[config.mk]
export PLATFORM = sky130hd
export DESIGN_NAME = spike_aer_queue
export DESIGN_NICKNAME = d
export VERILOG_FILES = /design/src/rtl/spike_aer_queue.sv
export SDC_FILE = /design/constraint.sdc
export NUM_CORES = 1
export LEC_CHECK = 0
export CAP_MARGIN = 20
export CORE_ASPECT_RATIO = 1.5
export CORE_MARGIN = 3
export CORE_UTILIZATION = 56
export DETAILED_ROUTE_END_ITERATION = 10
export PLACE_DENSITY = 0.79
export SYNTH_ARGS = -nofsm -noshare
export SYNTH_HDL_FRONTEND = slang
export SYNTH_SLANG_ARGS = --single-unit
[constraint.sdc]
create_clock -name clk_i -period 2.68 [get_ports clk_i]
set_input_delay 0.402 -clock clk_i [delete_from_list [all_inputs] [get_ports clk_i]]
set_output_delay 0.402 -clock clk_i [all_outputs]
set_load 0.05 [all_outputs]
[src/rtl/spike_aer_queue.sv]
// spike_aer_queue
// Spike output stage behind config memory port B. Fire events (neuron ids)
// are queued. Each id is turned into a SpikeAER word by a request/grant read
// of port B. The words are buffered in a first-word-fall-through FIFO that
// feeds the NoC router injection port over valid/ready.
//
// Optional feature: define SPIKE_AER_NULL_DROP_EN to discard all-zero
// fetched words (unconnected neurons). Each discarded word is counted in
// null_drop_cnt_o, a 16-bit saturating counter.
module spike_aer_queue #(
    parameter int NURN_CNT_BIT_WIDTH = 8,
    parameter int AER_BIT_WIDTH      = 32,
    parameter int ID_FIFO_DEPTH      = 8,
    parameter int AER_FIFO_DEPTH     = 4
) (
    input  logic                          clk_i,
    input  logic                          rst_n_i,
    input  logic                          fire_i,
    input  logic [NURN_CNT_BIT_WIDTH-1:0] nurn_id_i,
    output logic                          cfg_req_o,
    input  logic                          cfg_gnt_i,
    output logic [NURN_CNT_BIT_WIDTH-1:0] cfg_addr_o,
    output logic                          cfg_rdEn_o,
    input  logic [AER_BIT_WIDTH-1:0]      cfg_spikeAER_i,
    output logic                          aer_valid_o,
    output logic [AER_BIT_WIDTH-1:0]      aer_data_o,
    input  logic                          aer_ready_i,
    output logic                          busy_o,
`ifdef SPIKE_AER_NULL_DROP_EN
    output logic [15:0]                   null_drop_cnt_o,
`endif
    output logic                          ovf_o
);

    localparam int IDW = $clog2(ID_FIFO_DEPTH);
    localparam int AEW = $clog2(AER_FIFO_DEPTH);
    localparam logic [IDW:0] ID_PTR_ONE  = (IDW+1)'(1);
    localparam logic [AEW:0] AER_PTR_ONE = (AEW+1)'(1);

    typedef enum logic [1:0] {
        ST_IDLE = 2'd0,
        ST_REQ  = 2'd1,
        ST_WAIT = 2'd2
    } state_e;

    state_e state_q, state_d;

    // Fire-event (id) FIFO. Pointers carry one extra wrap bit to tell full from empty.
    logic [NURN_CNT_BIT_WIDTH-1:0] id_mem_q [ID_FIFO_DEPTH];
    logic [IDW:0] id_wr_q, id_wr_d, id_rd_q, id_rd_d;
    logic         id_empty_s, id_full_s, id_push_s, id_pop_s;
    logic         ovf_q, ovf_d;

    // AER word FIFO, first-word-fall-through
    logic [AER_BIT_WIDTH-1:0] aer_mem_q [AER_FIFO_DEPTH];
    logic [AEW:0] aer_wr_q, aer_wr_d, aer_rd_q, aer_rd_d;
    logic         aer_empty_s, aer_full_s, aer_push_s, aer_pop_s;

`ifdef SPIKE_AER_NULL_DROP_EN
    logic         null_drop_s;
    logic [15:0]  drop_cnt_q, drop_cnt_d;
`endif

    // ID FIFO status, push/pop decisions and sticky overflow next-state
    always_comb begin
        id_empty_s = (id_wr_q == id_rd_q);
        id_full_s  = (id_wr_q[IDW] != id_rd_q[IDW]) &&
                     (id_wr_q[IDW-1:0] == id_rd_q[IDW-1:0]);
        // A granted read consumes the head id
        id_pop_s   = (state_q == ST_REQ) && cfg_gnt_i;
        // A full queue still takes a new id when the head leaves in the same cycle
        id_push_s  = fire_i && (!id_full_s || id_pop_s);
        if (id_push_s) begin
            id_wr_d = id_wr_q + ID_PTR_ONE;
        end else begin
            id_wr_d = id_wr_q;
        end
        if (id_pop_s) begin
            id_rd_d = id_rd_q + ID_PTR_ONE;
        end else begin
            id_rd_d = id_rd_q;
        end
        ovf_d = ovf_q | (fire_i & id_full_s & ~id_pop_s);
    end

    // AER FIFO status and push/pop decisions (optional null-word filter)
    always_comb begin
        aer_empty_s = (aer_wr_q == aer_rd_q);
        aer_full_s  = (aer_wr_q[AEW] != aer_rd_q[AEW]) &&
                      (aer_wr_q[AEW-1:0] == aer_rd_q[AEW-1:0]);
`ifdef SPIKE_AER_NULL_DROP_EN
        null_drop_s = (state_q == ST_WAIT) &&
                      (cfg_spikeAER_i == {AER_BIT_WIDTH{1'b0}});
        aer_push_s  = (state_q == ST_WAIT) && !null_drop_s;
        if (null_drop_s && (drop_cnt_q != 16'hFFFF)) begin
            drop_cnt_d = drop_cnt_q + 16'd1;
        end else begin
            drop_cnt_d = drop_cnt_q;
        end
`else
        aer_push_s  = (state_q == ST_WAIT);
`endif
        aer_pop_s   = !aer_empty_s && aer_ready_i;
        if (aer_push_s) begin
            aer_wr_d = aer_wr_q + AER_PTR_ONE;
        end else begin
            aer_wr_d = aer_wr_q;
        end
        if (aer_pop_s) begin
            aer_rd_d = aer_rd_q + AER_PTR_ONE;
        end else begin
            aer_rd_d = aer_rd_q;
        end
    end

    // Fetch FSM next state: start a read only if there is room for its result
    always_comb begin
        state_d = state_q;
        case (state_q)
            ST_IDLE: begin
                if (!id_empty_s && !aer_full_s) begin
                    state_d = ST_REQ;
                end else begin
                    state_d = ST_IDLE;
                end
            end
            ST_REQ: begin
                if (cfg_gnt_i) begin
                    state_d = ST_WAIT;
                end else begin
                    state_d = ST_REQ;
                end
            end
            ST_WAIT: state_d = ST_IDLE;
            default: state_d = ST_IDLE;
        endcase
    end

    // State, pointers and flags; reset drops queued ids, buffered words and any read in flight
    always_ff @(posedge clk_i or negedge rst_n_i) begin
        if (!rst_n_i) begin
            state_q  <= ST_IDLE;
            id_wr_q  <= {(IDW+1){1'b0}};
            id_rd_q  <= {(IDW+1){1'b0}};
            aer_wr_q <= {(AEW+1){1'b0}};
            aer_rd_q <= {(AEW+1){1'b0}};
            ovf_q    <= 1'b0;
        end else begin
            state_q  <= state_d;
            id_wr_q  <= id_wr_d;
            id_rd_q  <= id_rd_d;
            aer_wr_q <= aer_wr_d;
            aer_rd_q <= aer_rd_d;
            ovf_q    <= ovf_d;
        end
    end

`ifdef SPIKE_AER_NULL_DROP_EN
    // Saturating count of discarded all-zero words
    always_ff @(posedge clk_i or negedge rst_n_i) begin
        if (!rst_n_i) begin
            drop_cnt_q <= 16'd0;
        end else begin
            drop_cnt_q <= drop_cnt_d;
        end
    end

    assign null_drop_cnt_o = drop_cnt_q;
`endif

    // ID storage; contents need no reset because the pointers qualify them
    always_ff @(posedge clk_i) begin
        if (id_push_s) begin
            id_mem_q[id_wr_q[IDW-1:0]] <= nurn_id_i;
        end
    end

    // AER word storage; the memory output is captured the cycle after the granted read
    always_ff @(posedge clk_i) begin
        if (aer_push_s) begin
            aer_mem_q[aer_wr_q[AEW-1:0]] <= cfg_spikeAER_i;
        end
    end

    // Outputs come from registered state. Address and data read zero when not meaningful.
    always_comb begin
        cfg_req_o   = (state_q == ST_REQ);
        cfg_rdEn_o  = cfg_req_o & cfg_gnt_i;
        if (cfg_req_o) begin
            cfg_addr_o = id_mem_q[id_rd_q[IDW-1:0]];
        end else begin
            cfg_addr_o = {NURN_CNT_BIT_WIDTH{1'b0}};
        end
        aer_valid_o = !aer_empty_s;
        if (aer_valid_o) begin
            aer_data_o = aer_mem_q[aer_rd_q[AEW-1:0]];
        end else begin
            aer_data_o = {AER_BIT_WIDTH{1'b0}};
        end
        busy_o = !id_empty_s || (state_q != ST_IDLE) || !aer_empty_s;
        ovf_o  = ovf_q;
    end

endmodule

==> results.yml <==
sta:
  rsz0062_at_grt: "no"
  slew_headroom_pct: 46.9
  min_period_over_period_pct: 95.0
  clock.fmax_mhz: 393
  slew_violations: 0
  period_needed_ns: 2.55
  setup_viol: 0
  setup_tns_ns: 0
  holdWs_ns: 0.384
  worstMarginPinSlew_ns: 0.794
  hold_viol: 0
  fin_worst_skew_ns: 0.00866
clock_network:
  cts.path.max_buffers: 3
  h-tree-depth: 1
  ctsRootBufferMaster: "clkbuf_16"
  cts_tree: "done"
  numCtsBuffers: 20
  cts.sinks: 209
  insertion_delay_ns: 0.48
  path_clk_slew_ns: 0.06
setup_path:
  worst-setup-path-type: "flip-flop to output port"
  worstPathMaxFanout: 16
  start_kind: "flip-flop"
  worstPathRequired_ns: 2.28
  arrival_ns: 2.14
  worst_setup_path_end_kind: "output port"
place:
  portBuffers: 89
  dpl.hpwl_um: 9930
  place_congestion: 0.758
  placed_area_um2: 9360
flow_run:
  drv_cap: 0
drt:
  vias: 4058
  drt-pass1-iter-count: 4
  drc_errors: 0
  drt_iter0_drc: 206
  vias_per_cell: 5.66
  postRouteAntennaNets: 0
  avgRoutedWirePerCell_um: 21.2
  wirelength_um: 15200
logic_synthesis:
  synth-seq-area-share_pct: 74.6
  synth_cells: 401
  postSynthAreaPerCell_um2: 20.7
  synth-seq-cells: 209
  yosysUniqueCellTypes: 36
  synthSimpleGateAreaFrac_pct: 5.17
  synth.area.mux_share_pct: 14.7
  synth_ff_type: "edfxtp_1"
  yosys_warnings: 0
  yosysMostFrequentCell: "edfxtp_1"
  synth_top_family_by_area: "multiplexers"
  ys_top_cells_by_count: "edfxtp_1 (192), mux4_2 (40), and2_1 (36)"
  synth_edf_count: 192
  synth_compound_area_share_pct: 0.739
  yosys.area.top_type: "edfxtp_1"
  synth-async-reset-ratio_pct: 8.13
  yosys.area.top_type_share_pct: 69.4
  synth_xor_area_share_pct: 1.79
  synth_area_leaders: "edfxtp_1 (69%), mux4_2 (11%), dfrtp_1 (5.1%), and2_1 (2.7%), mux4_1 (2.5%)"
  syn_nets: 453
  synth_area_um2: 8300
  synth_fa_ha_area_share_pct: 1.06
pwr:
  clkPwrFrac_pct: 22.3
  netSwitchingFraction_pct: 38.4
  p_seq_share_pct: 33.3
  combinationalPowerShare_pct: 44.3
  p_int_uw: 7860
  peakVddDrop_mv: 0.901
  p_leak_uw: 0.00349
  p_per_area_nw_per_um2: 1270
  p_sw_uw: 4900
cells_and_area:
  syn2layout_area_growth_pct: 21.0
  layout-drive-gt1-share_pct: 27.0
  fin_util_pct: 70.4
  layout.nets: 563
  final_area_um2: 10000
  fillCellCount: 892
  num_antenna_cells: 0
global_route:
  antenna_found_initial: 0
  grt_use_total_pct: 19.2
  grt_pass1_vias: 4468
  grt_use_met1_pct: 21.3
  grt.busiest_layer: "met2"
  grt_max_degree: 34
  met2_usage_pct: 36.3
  use_met3_pct: 3.69
  grt_overflow: 0
  grt_pass1_wl_um: 24300
die:
  start_util_pct: 58.2
  dieArea_um2: 16400
  core_um2: 14300
  die_w_um: 105
  die_y_um: 155
  rows: 53
  io_pins: 90
run_status:
  status: "completed"
hold_path:
  hp-class: "input pin to asynchronous set/reset pin"
-- metal layers --
| metal | vias to the layer above | part of all wire, % |
|---|---|---|
| li1 | 1821 | - |
| met3 | 35 | 5.4 |
| met1 | 2094 | 35 |
| met5 | - | 0 |
| met2 | 108 | 56 |
| met4 | 0 | 3.1 |
-- final timing paths --
check                       startpoint               end  slack (ns)  cells past startpoint
setup / recovery            id_rd_q[0]     cfg_addr_o[2]        0.13                      5
hold / removal                 rst_n_i        state_q[0]        0.38                      1
setup reg to reg            state_q[0]  aer_mem_q[3][15]        0.80                      3
hold reg to reg            aer_wr_q[2]       aer_wr_q[2]        0.48                      1
max in group asynchronous      rst_n_i       aer_rd_q[0]        1.75                      1
min in group clk_i         aer_wr_q[2]       aer_wr_q[2]        0.48                      1
-- timing repair --
item	CTS	global route
hold buffers	0	0
setup endpoints to repair	0	6
resized for setup	0	3
buffers inserted	0	0
-- sequential cells by signal (all words and copies together), names as in the netlist --
signal / flops
aer_mem_q: 128
id_mem_q: 64
aer_rd_q: 3
id_rd_q: 4
aer_wr_q: 3
ovf_o: 1
state_q: 2
id_wr_q: 4
-- cells in the final DEF, fill, tap and decap left out, types with 3 or more instances in the layout --
master           Yosys  final
inv_1                6      6
dfrtp_1             17     16
edfxtp_1           192    192
nor2_1              11     11
nor3_1               7      7
clkdlybuf4s50_1      0     45
bufinv_16            0      3
and2_2               0      4
clkbuf_1             4      3
mux4_1               8      8
mux2i_1              8      8
mux4_2              40     40
clkbuf_16            0     21
buf_4                1     58
nand2_1             10     10
xnor2_1             15     15
clkinv_1             0      5
ha_1                 7      7
and2_1              36     32
-- worst max-delay path, stage by stage (launching register included) --
cell,delay [ns]
dfrtp_1,0.36
buf_6,0.22
mux4_1,0.66
mux2i_1,0.16
nor2_1,0.05
buf_4,0.20
-- cells by family after synthesis --
| kind of cell | Yosys count |
|---|---|
| flops | 209 |
| simple gates | 77 |
| mux | 58 |
| buf+inv | 26 |
| xor+xnor | 17 |
| compound gates | 7 |
| fa+ha+maj | 7 |
-- per-stage QoR --
| step | worst slack, ns | power, uW | std cells |
|---|---|---|---|
| 2_1_floorplan | 0.384 | 8440 | 401 |
| 3_3_place_gp | 0.447 | 9950 | 681 |
| 3_5_place_dp | 0.438 | 10000 | 681 |
| 4_1_cts | 0.0137 | 12900 | 717 |
| 5_1_grt | 0.00796 | 13300 | 717 |
| 6_report | 0.135 | 12800 | 717 |
-- area by class of cell --
class	count	area, um2	share of cell area, %
Multi-Input combinational cell	166	1950	19.4
Tap cell	192	240	2.39
Sequential cell	209	6190	61.7
Clock inverter	11	126	1.26
Timing Repair Buffer	108	961	9.57
Inverter	6	22.5	0.224
Clock buffer	25	551	5.48
-- power groups by stage --
stage / registers (uW) / logic, uW / clock network (uW)
floorplan: 4230 / 4220 / 0
global placement: 4300 / 5650 / 0
detailed placement: 4320 / 5710 / 0
CTS: 4260 / 5740 / 2910
global route: 4290 / 6010 / 3020
finish: 4250 / 5660 / 2850
(Power assumes the default switching activity.)
